## src/rtl/irq_ctrl8_pkg.sv

```systemverilog
// Shared types and constants for the eight-source interrupt request controller.
package irq_ctrl8_pkg;

  typedef enum logic [1:0] {
    IDLE,
    ASSERT,
    SERVICE
  } state_e;

  localparam int NUM_SRC      = 8;
  localparam int SPURIOUS_OFS = 8;

endpackage

```

## src/rtl/irq_ctrl8_if.sv

```systemverilog
// Request, mask, host handshake and cascade signals of irq_ctrl8, bundled as one interface.
interface irq_ctrl8_if;
  import irq_ctrl8_pkg::*;

  logic [NUM_SRC-1:0] req_N;
  logic               ei_N;
  logic               mask_we;
  logic [NUM_SRC-1:0] mask_wdata;
  logic [NUM_SRC-1:0] mask;
  logic [NUM_SRC-1:0] pending;
  logic [NUM_SRC-1:0] in_service;
  logic               irq_N;
  logic               int_ack;
  logic [7:0]         vector;
  logic               vec_valid;
  logic               eoi;
  logic               gs_N;
  logic               eo_N;

  modport master (
    output req_N, ei_N, mask_we, mask_wdata, int_ack, eoi,
    input  mask, pending, in_service, irq_N, vector, vec_valid, gs_N, eo_N
  );

  modport slave (
    input  req_N, ei_N, mask_we, mask_wdata, int_ack, eoi,
    output mask, pending, in_service, irq_N, vector, vec_valid, gs_N, eo_N
  );

endinterface

```

## src/rtl/irq_ctrl8_prio_enc.sv

```systemverilog
// Positive-logic 8-to-3 priority encoder; the highest set bit wins.
module prio_enc8 (
  input  logic [7:0] i_eligible,
  output logic [2:0] o_idx,
  output logic       o_any
);

  always_comb begin
    // NOTE: every output gets a default before the loop so no path leaves it unassigned (no latch).
    o_idx = 3'd0;
    for (int i = 0; i < 8; i++) begin
      if (i_eligible[i]) o_idx = 3'(i);
    end
    o_any = |i_eligible;
  end

endmodule

```

## src/rtl/irq_ctrl8.sv

```systemverilog
// Interrupt request controller: request capture, mask, cascade enable and an IDLE/ASSERT/SERVICE handshake.
module irq_ctrl8
  import irq_ctrl8_pkg::*;
#(
  parameter bit         EDGE_MODE = 1'b1,
  parameter logic [7:0] VEC_BASE  = 8'h20
) (
  input  logic        clk,
  input  logic        rst_n,
  irq_ctrl8_if.slave  bus
);

  state_e             r_state, w_state_nxt;
  logic [NUM_SRC-1:0] r_req_q, r_pending, r_mask, r_in_service;
  logic [NUM_SRC-1:0] w_eligible, w_clr, w_set, w_pending_nxt;
  logic [2:0]         w_idx;
  logic               w_any, w_take, w_spur;
  logic               r_irq_n, r_vec_valid;
  logic [7:0]         r_vector;

  assign w_eligible = r_pending & ~r_mask & {NUM_SRC{~bus.ei_N}};

  prio_enc8 u_enc (
    .i_eligible (w_eligible),
    .o_idx      (w_idx),
    .o_any      (w_any)
  );

  // w_any can only be set while ei_N is low, so both cascade outputs read 1 when ei_N is high.
  assign bus.gs_N = ~w_any;
  assign bus.eo_N = bus.ei_N | w_any;

  always_comb begin
    w_state_nxt = r_state;
    w_take      = 1'b0;
    w_spur      = 1'b0;
    unique case (r_state)
      IDLE:    if (w_any) w_state_nxt = ASSERT;
      ASSERT: begin
        if (bus.int_ack) begin
          if (w_any) begin
            w_take      = 1'b1;
            w_state_nxt = SERVICE;
          end else begin
            w_spur      = 1'b1;
            w_state_nxt = IDLE;
          end
        end else if (!w_any) begin
          w_state_nxt = IDLE;
        end
      end
      SERVICE: if (bus.eoi) w_state_nxt = IDLE;
      default: w_state_nxt = IDLE;
    endcase
  end

  // A fresh edge in the acknowledge cycle overrides the clear, so that request is not lost.
  always_comb begin
    w_clr = '0;
    if (w_take) w_clr[w_idx] = 1'b1;
    w_set = r_req_q & ~bus.req_N;
    if (EDGE_MODE) w_pending_nxt = (r_pending & ~w_clr) | w_set;
    else           w_pending_nxt = ~bus.req_N & ~w_clr;
  end

  // NOTE: sequential state uses non-blocking assignments so every register samples pre-edge values.
  always_ff @(posedge clk) begin
    if (!rst_n) begin
      r_state      <= IDLE;
      r_req_q      <= '1;
      r_pending    <= '0;
      r_mask       <= '1;
      r_in_service <= '0;
      r_irq_n      <= 1'b1;
      r_vector     <= 8'h00;
      r_vec_valid  <= 1'b0;
    end else begin
      r_state     <= w_state_nxt;
      r_req_q     <= bus.req_N;
      r_pending   <= w_pending_nxt;
      r_irq_n     <= (w_state_nxt != ASSERT);
      r_vec_valid <= w_take | w_spur;
      if (bus.mask_we) r_mask <= bus.mask_wdata;
      if (w_take) begin
        r_vector     <= VEC_BASE + {5'd0, w_idx};
        r_in_service <= w_clr;
      end else if (w_spur) begin
        r_vector     <= VEC_BASE + 8'(SPURIOUS_OFS);
      end else if (r_state == SERVICE && bus.eoi) begin
        r_in_service <= '0;
      end
    end
  end

  assign bus.mask       = r_mask;
  assign bus.pending    = r_pending;
  assign bus.in_service = r_in_service;
  assign bus.irq_N      = r_irq_n;
  assign bus.vector     = r_vector;
  assign bus.vec_valid  = r_vec_valid;

endmodule
```

## src/flat_wrapper.sv

```systemverilog
// flat-port wrapper written by rule: the top's interface ports become plain ports
module irq_ctrl8_flat import irq_ctrl8_pkg::*;
#(
  parameter bit         EDGE_MODE = 1'b1,
  parameter logic [7:0] VEC_BASE  = 8'h20
)
  (clk, rst_n, bus_req_N, bus_ei_N, bus_mask_we, bus_mask_wdata, bus_int_ack, bus_eoi, bus_mask, bus_pending, bus_in_service, bus_irq_N, bus_vector, bus_vec_valid, bus_gs_N, bus_eo_N);
  irq_ctrl8_if bus_i ();
  input  logic clk;
  input  logic rst_n;
  input wire logic [$bits(bus_i.req_N)-1:0] bus_req_N;
  input wire logic [$bits(bus_i.ei_N)-1:0] bus_ei_N;
  input wire logic [$bits(bus_i.mask_we)-1:0] bus_mask_we;
  input wire logic [$bits(bus_i.mask_wdata)-1:0] bus_mask_wdata;
  input wire logic [$bits(bus_i.int_ack)-1:0] bus_int_ack;
  input wire logic [$bits(bus_i.eoi)-1:0] bus_eoi;
  output wire logic [$bits(bus_i.mask)-1:0] bus_mask;
  output wire logic [$bits(bus_i.pending)-1:0] bus_pending;
  output wire logic [$bits(bus_i.in_service)-1:0] bus_in_service;
  output wire logic [$bits(bus_i.irq_N)-1:0] bus_irq_N;
  output wire logic [$bits(bus_i.vector)-1:0] bus_vector;
  output wire logic [$bits(bus_i.vec_valid)-1:0] bus_vec_valid;
  output wire logic [$bits(bus_i.gs_N)-1:0] bus_gs_N;
  output wire logic [$bits(bus_i.eo_N)-1:0] bus_eo_N;
  assign bus_i.req_N = bus_req_N;
  assign bus_i.ei_N = bus_ei_N;
  assign bus_i.mask_we = bus_mask_we;
  assign bus_i.mask_wdata = bus_mask_wdata;
  assign bus_i.int_ack = bus_int_ack;
  assign bus_i.eoi = bus_eoi;
  assign bus_mask = bus_i.mask;
  assign bus_pending = bus_i.pending;
  assign bus_in_service = bus_i.in_service;
  assign bus_irq_N = bus_i.irq_N;
  assign bus_vector = bus_i.vector;
  assign bus_vec_valid = bus_i.vec_valid;
  assign bus_gs_N = bus_i.gs_N;
  assign bus_eo_N = bus_i.eo_N;
  irq_ctrl8 #(.EDGE_MODE(EDGE_MODE), .VEC_BASE(VEC_BASE)) u_core (.clk(clk), .rst_n(rst_n), .bus(bus_i));
endmodule
```

## config.mk

```make
export PLATFORM = sky130hd
export DESIGN_NAME = irq_ctrl8_flat
export DESIGN_NICKNAME = d
export VERILOG_FILES = /design/src/rtl/irq_ctrl8_pkg.sv /design/src/rtl/irq_ctrl8_if.sv /design/src/rtl/irq_ctrl8_prio_enc.sv /design/src/rtl/irq_ctrl8.sv /design/src/flat_wrapper.sv
export SDC_FILE = /design/constraint.sdc
export NUM_CORES = 1
export LEC_CHECK = 0
export ABC_AREA = 0
export CAP_MARGIN = 10
export CORE_ASPECT_RATIO = 1.1
export CORE_MARGIN = 2
export CORE_UTILIZATION = 47
export DETAILED_ROUTE_END_ITERATION = 10
export HOLD_SLACK_MARGIN = 0.1
export PLACE_DENSITY = 0.86
export SLEW_MARGIN = 10
export SYNTH_ARGS = -nofsm -noshare
export SYNTH_HDL_FRONTEND = slang
export SYNTH_SLANG_ARGS = --single-unit
```

## constraint.sdc

```tcl
create_clock -name clk -period 2.4 [get_ports clk]
set_input_delay 0.36 -clock clk [delete_from_list [all_inputs] [get_ports clk]]
set_output_delay 0.36 -clock clk [all_outputs]
set_load 0.02 [all_outputs]
```

==> impl_metrics.py, run 1 <==
metrics = {
    "clock_network": {
        "h-tree-depth": 2,
        "cts_tree": "built",
        "clock_latency_ns": 0.34,
        "postCtsHoldBufs": 0,
        "cts_buffers": 5,
        "clk_path_buf_depth": 2,
        "path_clk_slew_ns": 0.10,
        "root_buffer": "clkbuf_4",
        "cts.sinks": 41,
    },
    "global_routing": {
        "grt_pass1_vias": 1324,
        "grt_pass1_wl_um": 5980,
        "grtUsageTotal_pct": 20.3,
        "overflow": 0,
        "grt_max_degree": 41,
        "antenna_found_initial": 0,
    },
    "min_path": {
        "min_to": "u_core.bus.pending[0]",
        "hp-class": "register to register",
        "holdPathStages": 1,
        "holdCritStartpoint": "u_core.r_req_q[0]",
    },
    "floorplan": {
        "core_um2": 3330,
        "io_pins": 58,
        "initial_utilization_pct": 49.1,
        "row_count": 22,
        "chipWidth_um": 60.3,
        "die_h_um": 65.9,
        "die-area_um2": 3970,
    },
    "timing": {
        "fin_hold_ws_ns": 0.457,
        "tns_ns": 0,
        "clock_skew_ns": 0.00518,
        "period_needed_ns": 2.28,
        "setup_slack_ns": 0.122,
        "hold_viol": 0,
        "period_share_pct": 94.9,
        "max_freq_mhz": 439,
        "setup-violations-final": 0,
        "drv_slew": 0,
    },
    "pwr": {
        "p_per_area_nw_per_um2": 552,
        "peakVddDrop_mv": 0.509,
        "p_leak_nw": 0.914,
        "power_mw": 1.26,
    },
    "setup_path": {
        "cp_num_buf_inv": 3,
        "crit_type": "register to primary output",
        "cp.required_ns": 2.04,
        "cp_top_family": "simple AND/OR/NAND/NOR gates",
        "slowest_stage": "nor4_4",
        "path_cells": "nor2b_1, nor4_4, a31oi_2, buf_4, inv_1, dlygate4sd2_1",
        "startpoint_type": "register",
        "arrival_ns": 1.92,
        "worstReg2RegStart": "u_core.bus.pending[6]",
        "cp-end-kind": "primary output",
        "reg2reg_depth": 5,
        "path_max_fanout": 5,
        "critPathMaxStageDelay_ns": 0.38,
        "startpoint": "u_core.bus.pending[4]",
        "r2r-end": "u_core.bus.pending[2]",
        "r2r_setup_slack_ns": 0.74,
    },
    "final_layout": {
        "drive_gt1_share_pct": 9.09,
        "final_cell_mix": "clkdlybuf4s50_1, dfxtp_1, nand2_1",
        "fillerInstances": 272,
        "fin_cells": 279,
        "utilization_pct": 68.4,
        "design_area_um2": 2280,
        "layout_commonest_cell": "clkdlybuf4s50_1",
        "n_antenna_cell": 0,
        "final_nets": 254,
        "syn_to_final_growth_pct": 39.1,
    },
    "synthesis": {
        "synthCells": 173,
        "ys_ff_latch": 41,
        "ys_types": 35,
        "ys_warn_count": 0,
        "synthArstFlopShare_pct": 0,
        "ys.flop_type": "dfxtp_1",
        "synth_edf_count": 0,
        "ys_seq_area_share_pct": 50.2,
        "netlist_area_um2": 1640,
        "syn_area_per_cell_um2": 9.46,
    },
    "placement": {
        "placed_area_um2": 2230,
        "dp.cells": 272,
        "hpwl_um": 2730,
        "routabilityCongestion": 0.810,
        "dp_slack_ns": 0.205,
        "portBuffers": 54,
    },
    "detailed_routing": {
        "ant_nets": 0,
        "wire_per_inst_um": 13.2,
        "vias": 1381,
        "drt-total-wl_um": 3680,
        "vias_per_cell": 4.95,
        "firstDrtPassIters": 4,
        "drc": 0,
        "drt_iter0_markers": 47,
    },
    "run_status": {
        "status": "completed",
    },
    "job": {
        "maxCapViolations": 0,
    },
}
==> cell families (layout without fill, tap and decap cells) <==
kind of cell,after synthesis,after routing,synth area share (%)
other,1,3,0.229
DFF,41,41,50.2
buffers and inverters,18,74,5.05
and+or+nand+nor,71,71,25.7
muxes,6,6,3.67
AOI/OAI and AO/OA,36,36,15.2
==> cell type report <==
type,instances,area [um2],area share (%)
flip-flops and latches,41,822,36.1
well taps,48,60.1,2.64
inverters,9,33.8,1.48
repair buffers,59,572,25.1
clock buffers,5,37.5,1.65
clock inverters,1,5.00,0.220
multi-input cells,116,747,32.8
==> layer usage <==
layer | track usage, % | part of all wire, %
met1 | 24.7 | 44
met2 | 33.8 | 48
met3 | 5.28 | 5.7
met4 | 7.50 | 1.6
met5 | 0 | 0
==> synthesized netlist by cell type (2+ instances only) <==
cell	count	share of area (%)
nor2_1	7	1.6
or2_2	2	0.76
clkbuf_1	5	1.1
nor2b_1	9	3.4
nand3b_1	2	0.92
inv_1	9	2.1
a21boi_0	3	1.4
o21a_1	5	2.3
buf_4	4	1.8
a21boi_1	4	1.8
nand3_1	3	0.92
o211ai_1	2	0.92
dfxtp_1	41	50
and4b_1	2	1.2
o22ai_1	5	1.9
mux2i_1	6	3.7
a32o_1	2	1.2
nand2b_1	11	4.2
a21oi_1	3	0.92
nor3b_1	2	0.92
a31oi_1	2	0.76
o21ai_0	6	1.8
and2_1	5	1.9
nand2_1	22	5.0
==> sequential cells by signal, summed over array words and instances, names as in the netlist <==
| signal | cells |
|---|---|
| u_core.bus.vec_valid | 1 |
| u_core.bus.vector | 5 |
| u_core.bus.in_service | 8 |
| u_core.bus.mask | 8 |
| u_core.r_state | 2 |
| u_core.bus.pending | 8 |
| u_core.r_req_q | 8 |
| u_core.bus.irq_N | 1 |
==> where the power goes <==
group          switching [mW]  total (mW)  internal, mW
clock                   0.197       0.299         0.102
sequential             0.0214       0.734         0.713
combinational           0.107       0.223         0.116
==> what timing repair did <==
action / 4_1_cts / 5_1_grt
setup buffers: 0 / 1
pin swaps: 0 / 2
gates resized for setup: 3 / 3
setup endpoints to repair: 2 / 1
==> worst register-to-register path: stages (launching register included) <==
cell	delay, ns
dfxtp_1	0.36
nor2b_1	0.37
a21oi_1	0.08
nand2_1	0.22
nor3b_1	0.39
o22ai_1	0.11
==> worst max path at each step <==
stage	slack (ns)	depth (start not counted)	endpoint
finish	0.12	6	bus_gs_N
global route	-0.007	6	bus_gs_N
CTS	0.03	5	bus_eo_N
detailed placement	0.20	5	bus_eo_N
global placement	0.23	4	bus_eo_N
floorplan	0.65	4	bus_eo_N
Note: power is estimated with default switching activity, not from simulation.
==> run 2, diff against run 1 <==
CORE_UTILIZATION = 30   (was 47)
PLACE_DENSITY = 0.6   (was 0.86)
==> run 2 against run 1 <==
Net effect: design area increased by 5.7%; utilization decreased by 23 points; critical endpoint is now bus_eo_N; combinational power about the same; highest routed layer unchanged; first-iteration DRC count decreased by 13%; largest power group unchanged; die area increased by 53%; via count decreased by 1.8%; register-to-register slack got worse by 0.11 ns; global-route usage decreased by 6.8 points; critical path depth decreased by 1; setup slack improved by 0.13 ns; worst hold slack got worse by 0.0020 ns.
==> impl_metrics.py, run 2 (synthesis results as in run 1) <==
metrics = {
    "pwr": {
        "peakVddDrop_mv": 0.439,
        "p_sw_uw": 366,
        "p_int_mw": 1.24,
        "comb_power_share_pct": 13.7,
        "p_leak_nw": 0.960,
        "p_per_area_nw_per_um2": 668,
        "pwr-share-clk_pct": 40.6,
        "sw_frac_of_total_pct": 22.8,
        "seqPwrFrac_pct": 45.7,
    },
    "global_routing": {
        "grt_max_degree": 41,
        "grt_pass1_vias": 1267,
        "grtUsageTotal_pct": 13.4,
        "grt_pass1_wl_um": 6050,
        "antenna_found_initial": 0,
        "overflow": 0,
    },
    "floorplan": {
        "initial_utilization_pct": 30.7,
        "die_h_um": 81.5,
        "chipWidth_um": 74.4,
        "die-area_um2": 6060,
        "row_count": 28,
        "io_pins": 58,
        "core_um2": 5330,
    },
    "timing": {
        "setup-violations-final": 0,
        "period_share_pct": 89.6,
        "max_freq_mhz": 465,
        "fin_hold_ws_ns": 0.455,
        "clock_skew_ns": 0.00500,
        "setup_slack_ns": 0.249,
        "tns_ns": 0,
        "period_needed_ns": 2.15,
        "drv_slew": 0,
        "hold_viol": 0,
        "grt_setup_unrepaired": "no",
    },
    "final_layout": {
        "multi_input_area_um2": 747,
        "drive_gt1_share_pct": 9.87,
        "final_cell_mix": "clkdlybuf4s50_1, dfxtp_1, nand2_1",
        "layout_commonest_cell": "clkdlybuf4s50_1",
        "fillerInstances": 569,
        "syn_to_final_growth_pct": 47.0,
        "register_area_um2": 822,
        "final_nets": 254,
        "n_antenna_cell": 0,
    },
    "placement": {
        "dp_slack_ns": 0.200,
        "hpwl_um": 2770,
        "portBuffers": 54,
        "routabilityCongestion": 0.794,
    },
    "clock_network": {
        "clk_path_buf_depth": 2,
        "h-tree-depth": 2,
        "root_buffer": "clkbuf_8",
        "cts_buffers": 5,
        "cts_tree": "built",
        "postCtsHoldBufs": 0,
        "clock_latency_ns": 0.30,
        "cts.sinks": 41,
        "path_clk_slew_ns": 0.08,
    },
    "setup_path": {
        "r2r_setup_slack_ns": 0.63,
        "cp.required_ns": 2.04,
        "startpoint_type": "register",
        "path_max_fanout": 4,
        "cp-end-kind": "primary output",
        "crit_type": "register to primary output",
        "arrival_ns": 1.79,
    },
    "detailed_routing": {
        "drt-total-wl_um": 3760,
        "vias": 1356,
        "drc": 0,
        "wire_per_inst_um": 12.2,
        "firstDrtPassIters": 4,
        "drt_iter0_markers": 41,
        "ant_nets": 0,
        "vias_per_cell": 4.40,
    },
    "job": {
        "maxCapViolations": 0,
    },
    "min_path": {
        "hp-class": "register to register",
    },
    "run_status": {
        "status": "completed",
    },
}
[run 2: layout make-up]
type                       count  area share, %
sequential                    41           34.2
multi-input combinational    116           31.0
timing repair buffer          59           23.9
tap                           75           3.90
clock buffer                   5           2.86
clock inverter                 3           2.70
inverter                       9           1.40
[run 2: metrics by stage]
step | utilization (%) | instances | area (um2) | power, mW
global route | 45.2 | 308 | 2410 | 1.68
global placement | 42.4 | 299 | 2260 | 0.970
CTS | 44.9 | 307 | 2390 | 1.62
floorplan | - | 175 | 1640 | 0.862
detailed placement | 42.4 | 299 | 2260 | 0.971
finish | 45.2 | 308 | 2410 | 1.61
[run 2: path summary, 6_finish.rpt]
check                                           start               endpoint  depth (start not counted)
worst max-delay path            u_core.bus.pending[6]               bus_eo_N                          5
worst max register to register  u_core.bus.pending[6]  u_core.bus.pending[0]                          6
worst min-delay path                u_core.r_req_q[0]  u_core.bus.pending[0]                          1
worst min register to register      u_core.r_req_q[0]  u_core.bus.pending[0]                          1
[run 2: timing repair]
action / CTS / global route
gates resized for setup: 1 / 5
pin swaps: 0 / 2
setup buffers: 0 / 1
endpoints found under the setup margin: 1 / 2
[run 2: worst max-delay path, stage by stage, from the launching register on]
cell and delay, ns:
dfxtp_1 0.33, nor2b_1 0.19, nor4_4 0.38, a31oi_2 0.15, or2_2 0.30, clkbuf_2 0.16
[run 2: power by group through the flow]
stage	Clock (mW)	Sequential [mW]	Combinational (mW)
after global placement	0	0.750	0.220
after detailed placement	0	0.751	0.220
after CTS	0.669	0.735	0.220
after global routing	0.695	0.740	0.240
final	0.652	0.735	0.220
after floorplan	0	0.776	0.0866
[run 2: routing by layer]
metal  GRT usage, %  vias to the layer above  wire length, um
met4           4.29                        0               43
met2           21.0                       40             1780
met5              0                        -                0
li1               -                      696                -
met1           17.0                      615             1670
met3           5.28                        5              257
